### config.mk
export PLATFORM = sky130hd
export DESIGN_NAME = bus_mult16_flat
export DESIGN_NICKNAME = d
export VERILOG_FILES = /design/src/rtl/bus_mult16_if.sv /design/src/rtl/bus_mult16.sv /design/src/flat_wrapper.sv
export SDC_FILE = /design/constraint.sdc
export NUM_CORES = 1
export LEC_CHECK = 0
export CAP_MARGIN = 5
export CORE_MARGIN = 2
export CORE_UTILIZATION = 52
export CTS_CLUSTER_DIAMETER = 50
export DETAILED_ROUTE_END_ITERATION = 10
export HOLD_SLACK_MARGIN = 0.08
export PLACE_DENSITY = 0.73
export SETUP_SLACK_MARGIN = 0.05
export SLEW_MARGIN = 30
export SYNTH_ARGS = -nofsm -noshare
export SYNTH_HDL_FRONTEND = slang
export SYNTH_SLANG_ARGS = --single-unit
### constraint.sdc
create_clock -name clk -period 5.7 [get_ports clk]
set_clock_uncertainty 0.1 [all_clocks]
set_input_delay 1.425 -clock clk [delete_from_list [all_inputs] [get_ports clk]]
set_output_delay 1.425 -clock clk [all_outputs]
set_load 0.1 [all_outputs]
### src/rtl/bus_mult16_if.sv
// bus_mult16_if: CPU-side register access bus for the bus_mult16 peripheral.
//   d_in  [15:0] write data (CPU write data [15:0])
//   cs           chip select from the address decoder
//   addr  [4:0]  byte offset within the peripheral window
//   rd           read strobe
//   wr           write strobe
//   d_out [31:0] read data back to the CPU read-data mux
// master: the CPU side (drives the access); slave: the peripheral.
interface bus_mult16_if;
  logic [15:0] d_in;
  logic        cs;
  logic [4:0]  addr;
  logic        rd;
  logic        wr;
  logic [31:0] d_out;

  modport master (
    output d_in, cs, addr, rd, wr,
    input  d_out
  );

  modport slave (
    input  d_in, cs, addr, rd, wr,
    output d_out
  );
endinterface

### src/rtl/bus_mult16.sv
// bus_mult16: memory-mapped 16x16 -> 32 unsigned shift-add multiplier.
//   clk    system clock, all state changes on the rising edge
//   resetn asynchronous active-low reset
//   bus    slave side of bus_mult16_if (d_in, cs, addr, rd, wr, d_out)
// Register map (byte offset):
//   0x04 A      R/W operand A, zero-extended on read
//   0x08 B      R/W operand B, zero-extended on read
//   0x0C INIT   W   any write starts a multiply (ignored while busy)
//   0x10 STATUS R   bit0 done, bit1 busy
//   0x14 RESULT R   32-bit product
// A multiply takes 16 BUSY edges after the INIT edge; the operands are
// copied at INIT, so A/B may be rewritten while the product is running.
module bus_mult16 (
  input  logic           clk,
  input  logic           resetn,
  bus_mult16_if.slave    bus
);

  localparam logic [4:0] OFF_A      = 5'h04;
  localparam logic [4:0] OFF_B      = 5'h08;
  localparam logic [4:0] OFF_INIT   = 5'h0C;
  localparam logic [4:0] OFF_STATUS = 5'h10;
  localparam logic [4:0] OFF_RESULT = 5'h14;

  typedef enum logic [1:0] {
    IDLE = 2'd0,
    BUSY = 2'd1,
    DONE = 2'd2
  } state_t;

  state_t      state, state_next;
  logic [15:0] reg_a, reg_b;
  logic [15:0] mplier;
  logic [31:0] mcand;
  logic [31:0] acc;
  logic [3:0]  count;

  logic wr_en, wr_a, wr_b, wr_init, start;
  logic busy, done;

  // Reads have no side effects; the strobe is only part of the bus.
  logic unused_rd;
  assign unused_rd = bus.rd;

  assign wr_en   = bus.cs && bus.wr;
  assign wr_a    = wr_en && (bus.addr == OFF_A);
  assign wr_b    = wr_en && (bus.addr == OFF_B);
  assign wr_init = wr_en && (bus.addr == OFF_INIT);
  assign start   = wr_init && (state != BUSY);

  assign busy = (state == BUSY);
  assign done = (state == DONE);

  always_ff @(posedge clk or negedge resetn) begin
    if (!resetn) begin
      state <= IDLE;
    end else begin
      state <= state_next;
    end
  end

  always_comb begin
    state_next = state;
    case (state)
      IDLE, DONE: if (wr_init) state_next = BUSY;
      // count holds the number of iterations already done; the edge that
      // sees 15 performs the 16th iteration and leaves BUSY.
      BUSY:       if (count == 4'd15) state_next = DONE;
      default:    state_next = IDLE;
    endcase
  end

  always_ff @(posedge clk or negedge resetn) begin
    if (!resetn) begin
      reg_a  <= '0;
      reg_b  <= '0;
      mplier <= '0;
      mcand  <= '0;
      acc    <= '0;
      count  <= '0;
    end else begin
      if (wr_a) reg_a <= bus.d_in;
      if (wr_b) reg_b <= bus.d_in;
      if (start) begin
        mplier <= reg_a;
        mcand  <= {16'h0000, reg_b};
        acc    <= '0;
        count  <= '0;
      end else if (state == BUSY) begin
        if (mplier[0]) acc <= acc + mcand;
        mplier <= mplier >> 1;
        mcand  <= mcand << 1;
        count  <= count + 4'd1;
      end
    end
  end

  always_comb begin
    bus.d_out = '0;
    if (bus.cs) begin
      case (bus.addr)
        OFF_A:      bus.d_out = {16'h0000, reg_a};
        OFF_B:      bus.d_out = {16'h0000, reg_b};
        OFF_STATUS: bus.d_out = {30'd0, busy, done};
        OFF_RESULT: bus.d_out = acc;
        default:    bus.d_out = '0;
      endcase
    end
  end

endmodule
### src/flat_wrapper.sv
// flat-port wrapper written by rule: the top's interface ports become plain ports
module bus_mult16_flat 
  (clk, resetn, bus_d_in, bus_cs, bus_addr, bus_rd, bus_wr, bus_d_out);
  bus_mult16_if bus_i ();
  input  logic clk;
  input  logic resetn;
  input wire logic [$bits(bus_i.d_in)-1:0] bus_d_in;
  input wire logic [$bits(bus_i.cs)-1:0] bus_cs;
  input wire logic [$bits(bus_i.addr)-1:0] bus_addr;
  input wire logic [$bits(bus_i.rd)-1:0] bus_rd;
  input wire logic [$bits(bus_i.wr)-1:0] bus_wr;
  output wire logic [$bits(bus_i.d_out)-1:0] bus_d_out;
  assign bus_i.d_in = bus_d_in;
  assign bus_i.cs = bus_cs;
  assign bus_i.addr = bus_addr;
  assign bus_i.rd = bus_rd;
  assign bus_i.wr = bus_wr;
  assign bus_d_out = bus_i.d_out;
  bus_mult16 u_core (.clk(clk), .resetn(resetn), .bus(bus_i));
endmodule
==> results of run 1 <==
final timing paths:
check,slack [ns],to,start
worst max-delay path,0.57,bus_d_out[17],bus_addr[1]
worst min-delay path,0.37,u_core.acc[31],u_core.acc[31]
worst max register to register,2.73,u_core.acc[26],u_core.acc[15]
worst min register to register,0.37,u_core.acc[31],u_core.acc[31]
max in group asynchronous,3.52,u_core.reg_b[1],resetn
min in group asynchronous,0.93,u_core.mcand[18],resetn
worst register-to-register path, delay by kind of cell, from the launching register on:
kind | cells | cell delay, ns
fa+ha+maj | 1 | 0.41
compound gates | 7 | 1.59
simple gates | 1 | 0.35
flops | 1 | 0.44
cell usage in the layout, fill, tap and decap left out, drive strengths merged, types with 12 or more instances in the layout:
master / netlist / final
a21o: 18 / 18
buf: 3 / 44
clkdlybuf4s50: 0 / 23
a21oi: 26 / 26
mux2: 46 / 46
dfrtp: 118 / 118
nor2: 61 / 61
o21ai: 59 / 59
ha: 32 / 32
and2: 20 / 20
a31oi: 34 / 34
clkbuf: 37 / 25
inv: 12 / 12
a22oi: 16 / 16
nand2: 148 / 148
per-layer routing:
metal,track usage [%],vias to the layer above
met2,41.4,172
li1,-,2777
met1,32.0,2852
met4,8.11,0
met5,0,-
met3,6.18,22
per-stage QoR:
step / instances / power [mW]
2_1_floorplan: 755 / 3.04
3_3_place_gp: 953 / 3.43
3_5_place_dp: 954 / 3.52
4_1_cts: 985 / 4.60
5_1_grt: 985 / 4.95
6_report: 985 / 4.61
power by group through the flow:
stage,sequential (mW),clock [mW],combinational [mW]
CTS,1.42,1.05,2.13
global route,1.46,1.09,2.40
finish,1.43,1.04,2.14
detailed placement,1.43,0,2.10
global placement,1.41,0,2.02
floorplan,1.32,0,1.72
Yosys cell counts, types with 2 or more instances:
cell type	instances	area [sq um]
sky130_fd_sc_hd__nor2_1	61	229
sky130_fd_sc_hd__nand3_1	7	35.0
sky130_fd_sc_hd__dfrtp_1	118	2950
sky130_fd_sc_hd__ha_1	32	400
sky130_fd_sc_hd__a31oi_1	34	213
sky130_fd_sc_hd__o22ai_1	4	25.0
sky130_fd_sc_hd__a22oi_1	16	120
sky130_fd_sc_hd__o21bai_1	3	22.5
sky130_fd_sc_hd__xnor2_1	11	96.3
sky130_fd_sc_hd__o2111ai_1	2	17.5
sky130_fd_sc_hd__a32o_1	5	50.1
sky130_fd_sc_hd__buf_2	3	15.0
sky130_fd_sc_hd__mux2_2	46	518
sky130_fd_sc_hd__o21ai_0	59	295
sky130_fd_sc_hd__a211oi_1	4	30.0
sky130_fd_sc_hd__nand4_1	3	18.8
sky130_fd_sc_hd__o211ai_1	6	45.0
sky130_fd_sc_hd__a21o_1	17	128
sky130_fd_sc_hd__nor2b_1	3	18.8
sky130_fd_sc_hd__xor2_1	11	96.3
sky130_fd_sc_hd__nor3_1	6	30.0
sky130_fd_sc_hd__nand2_1	148	556
sky130_fd_sc_hd__nand2b_1	11	68.8
sky130_fd_sc_hd__a21oi_1	26	130
sky130_fd_sc_hd__inv_1	12	45.0
sky130_fd_sc_hd__and2_1	20	125
sky130_fd_sc_hd__or3_1	7	43.8
sky130_fd_sc_hd__a22o_1	4	35.0
sky130_fd_sc_hd__o21a_1	6	45.0
sky130_fd_sc_hd__o211a_1	3	30.0
sky130_fd_sc_hd__and3_1	5	31.3
sky130_fd_sc_hd__clkbuf_1	37	139
sky130_fd_sc_hd__o31ai_1	3	22.5
sky130_fd_sc_hd__a2111o_1	2	22.5
layout make-up:
cell class                 instances  area, sq um
tap                              172          215
clock inverter                     6         66.3
timing repair buffer              67          965
clock buffer                      25          515
sequential                       118         2950
inverter                          12         45.0
fill                            1016         4240
multi-input combinational        585         3720
state kept, by name, indices dropped and copies added, names as in the netlist:
name,count
u_core.mcand,32
u_core.reg_b,16
u_core.mplier,16
u_core.acc,32
u_core.count,4
u_core.state,2
u_core.reg_a,16
cell families (layout without fill, tap and decap cells):
family	Yosys count	count (layout)
AOI/OAI and AO/OA	205	205
xor gates and xnor gates	22	22
adders and majority gates	33	33
buffers and inverters	52	110
DFF	118	118
muxes	47	47
and+or+nand+nor	278	278
==> flow_metrics.py, run 1 <==
metrics = {
    "run_status": {
        "outcome": "finished, final reports clean",
    },
    "power_and_ir_drop": {
        "leakage_nw": 3.79,
        "power_density_nw_per_um2": 543,
        "seqPwrFrac_pct": 30.9,
        "power_switching_mw": 1.85,
        "sw_frac_of_total_pct": 40.1,
        "combPwrFrac_pct": 46.5,
        "power.clock.fraction_pct": 22.6,
        "power.internal_mw": 2.76,
        "maximum_vdd_drop_mv": 0.283,
    },
    "placement": {
        "post-dp-hpwl_mm": 11.5,
        "postPlaceCellArea_sq_um": 7890,
        "setup_slack_placement_ns": 0.586,
        "place.port_buffers": 56,
        "gp_congestion": 0.880,
    },
    "timing": {
        "report.final.slew_viol_count": 0,
        "post-route-min-period_ns": 5.13,
        "final.setup.worst_slack_ns": 0.571,
        "grt_setup_unrepaired": "no",
        "whs_ns": 0.367,
        "timing.final.hold_violations": 0,
        "slew_headroom_pct": 43.2,
        "min_period_over_period_pct": 90.0,
        "timing.fmax_ghz": 0.195,
        "tightest_pin_transition_ns": 0.853,
        "tns_ns": 0,
        "setup_viol": 0,
    },
    "clock_tree": {
        "cts.root.buffer_cell": "sky130_fd_sc_hd__clkbuf_16",
        "cts_setup_buffers": 0,
        "clock_sinks": 118,
        "clkTransAtPathRegs_ns": 0.05,
        "insertion_delay_ns": 0.42,
        "post_cts_gate_resize_count": 0,
        "cts_hold_repair.buffers": 0,
        "cts.path.max_buffers": 2,
        "clock_tree_from_tritoncts": "yes",
        "cts-htree-levels": 4,
        "numCtsBuffers": 17,
    },
    "synthesis": {
        "post_synth_and_or_nand_nor_area_fraction_pct": 17.8,
        "syn-mean-instance-area_sq_um": 9.06,
        "ys_warn_count": 0,
        "synth.lib_cells_used.distinct": 54,
        "synth_enable_flop_cells": 0,
        "synth.yosys.seq_area_share_pct": 43.1,
        "post_synth_xor_area_fraction_pct": 2.82,
        "synth.net_count": 814,
        "main_combinational_cell_family_by_area_after_synthesis": "compound AO/OA/AOI/OAI gates",
        "synthMuxAreaShare_pct": 7.71,
        "ys_async_sr_fraction_pct": 100,
        "synthesis.instances": 755,
        "synth-adder-area-share_pct": 6.14,
        "synth-seq-cells": 118,
        "ys_dominant_reg_cell": "sky130_fd_sc_hd__dfrtp_1",
        "synthesis.area_sq_um": 6840,
        "synth_compound_area_share_pct": 19.5,
    },
    "floorplan": {
        "core_area_sq_um": 12700,
        "std_cell_rows": 41,
        "start_util_pct": 53.8,
        "floorplan.io_pins": 58,
        "floorplan.die_area_sq_um": 14100,
        "dieWidth_microns": 119,
        "die_h_microns": 119,
    },
    "global_route": {
        "grt_usage_pct": 25.0,
        "grt_antenna_before_repair": 0,
        "vias_in_the_first_global_route": 5793,
        "grt_first_pass_wirelength_mm": 28.3,
        "grt_max_degree": 87,
        "globalRoute.totalOverflow": 0,
    },
    "final_layout": {
        "final_util_pct": 66.6,
        "final_design_area_no_fill_sq_um": 8480,
        "finalNetCount": 860,
        "antenna-diode-count": 0,
        "flow.area_growth_from_synthesis_pct": 23.9,
        "drive_gt1_share_pct": 16.0,
    },
    "critical_path": {
        "critPathMostFrequentCell": "sky130_fd_sc_hd__nor2_1",
        "cp.arrival_ns": 3.60,
        "worst_reg_to_reg_cells": 9,
        "cp_top_family": "simple AND/OR/NAND/NOR gates",
        "slowest_delay_ns": 0.50,
        "critical-path-slowest-cell": "sky130_fd_sc_hd__and3_1",
        "worst-path-buf-inv": 3,
        "crit_required_ns": 4.18,
        "timing.critical_path.cells": "clkdlybuf4s50_1 -> nor2_1 -> nand2_1 -> nor2_1 -> buf_4 -> and3_1 -> and2_1 -> buf_12",
        "element_type_at_the_critical_path_start": "input pin",
        "crit_path_end_kind": "primary output",
        "cp_num_cells": 8,
        "cp_max_fo": 17,
        "worst-setup-path-type": "input pin to primary output",
    },
    "drt": {
        "wirelength_met1_mm": 7.40,
        "detail_route.first_pass.iterations": 5,
        "topRoutingLayerUsed": "met4",
        "totalWireLength_mm": 16.8,
        "remaining_drc_errors": 0,
        "vias": 5823,
        "detail_route.wl_per_cell_microns": 17.1,
        "route.met3.wl_microns": 910,
        "drt-initial-drc-count": 507,
        "average_vias_per_placed_instance": 5.91,
        "detailroute.wirelength.met2_mm": 8.30,
        "antenna_violating_nets_post_route": 0,
    },
    "run": {
        "cap_violations": 0,
    },
    "hold_path": {
        "timing.hold.worst.class": "flop to flop",
        "worstHoldPathCells": 1,
    },
}
Power figures use the tool's default switching activity.
==> run 2, diff against run 1 <==
--- a/config.mk
+++ b/config.mk
@@ -10,6 +10,7 @@
 export CORE_UTILIZATION = 52
 export CTS_CLUSTER_DIAMETER = 50
 export DETAILED_ROUTE_END_ITERATION = 10
+export GPL_ROUTABILITY_DRIVEN = 0
 export HOLD_SLACK_MARGIN = 0.08
 export PLACE_DENSITY = 0.73
 export SETUP_SLACK_MARGIN = 0.05
==> results of run 2 <==
No change in the layout: final DEF, timing and power equal those of run 1.
==> run 3, diff against run 2 <==
--- a/config.mk
+++ b/config.mk
@@ -10,7 +10,6 @@
 export CORE_UTILIZATION = 52
 export CTS_CLUSTER_DIAMETER = 50
 export DETAILED_ROUTE_END_ITERATION = 10
-export GPL_ROUTABILITY_DRIVEN = 0
 export HOLD_SLACK_MARGIN = 0.08
 export PLACE_DENSITY = 0.73
 export SETUP_SLACK_MARGIN = 0.05
==> results of run 3 <==
No change in the layout: final DEF, timing and power equal those of run 1.
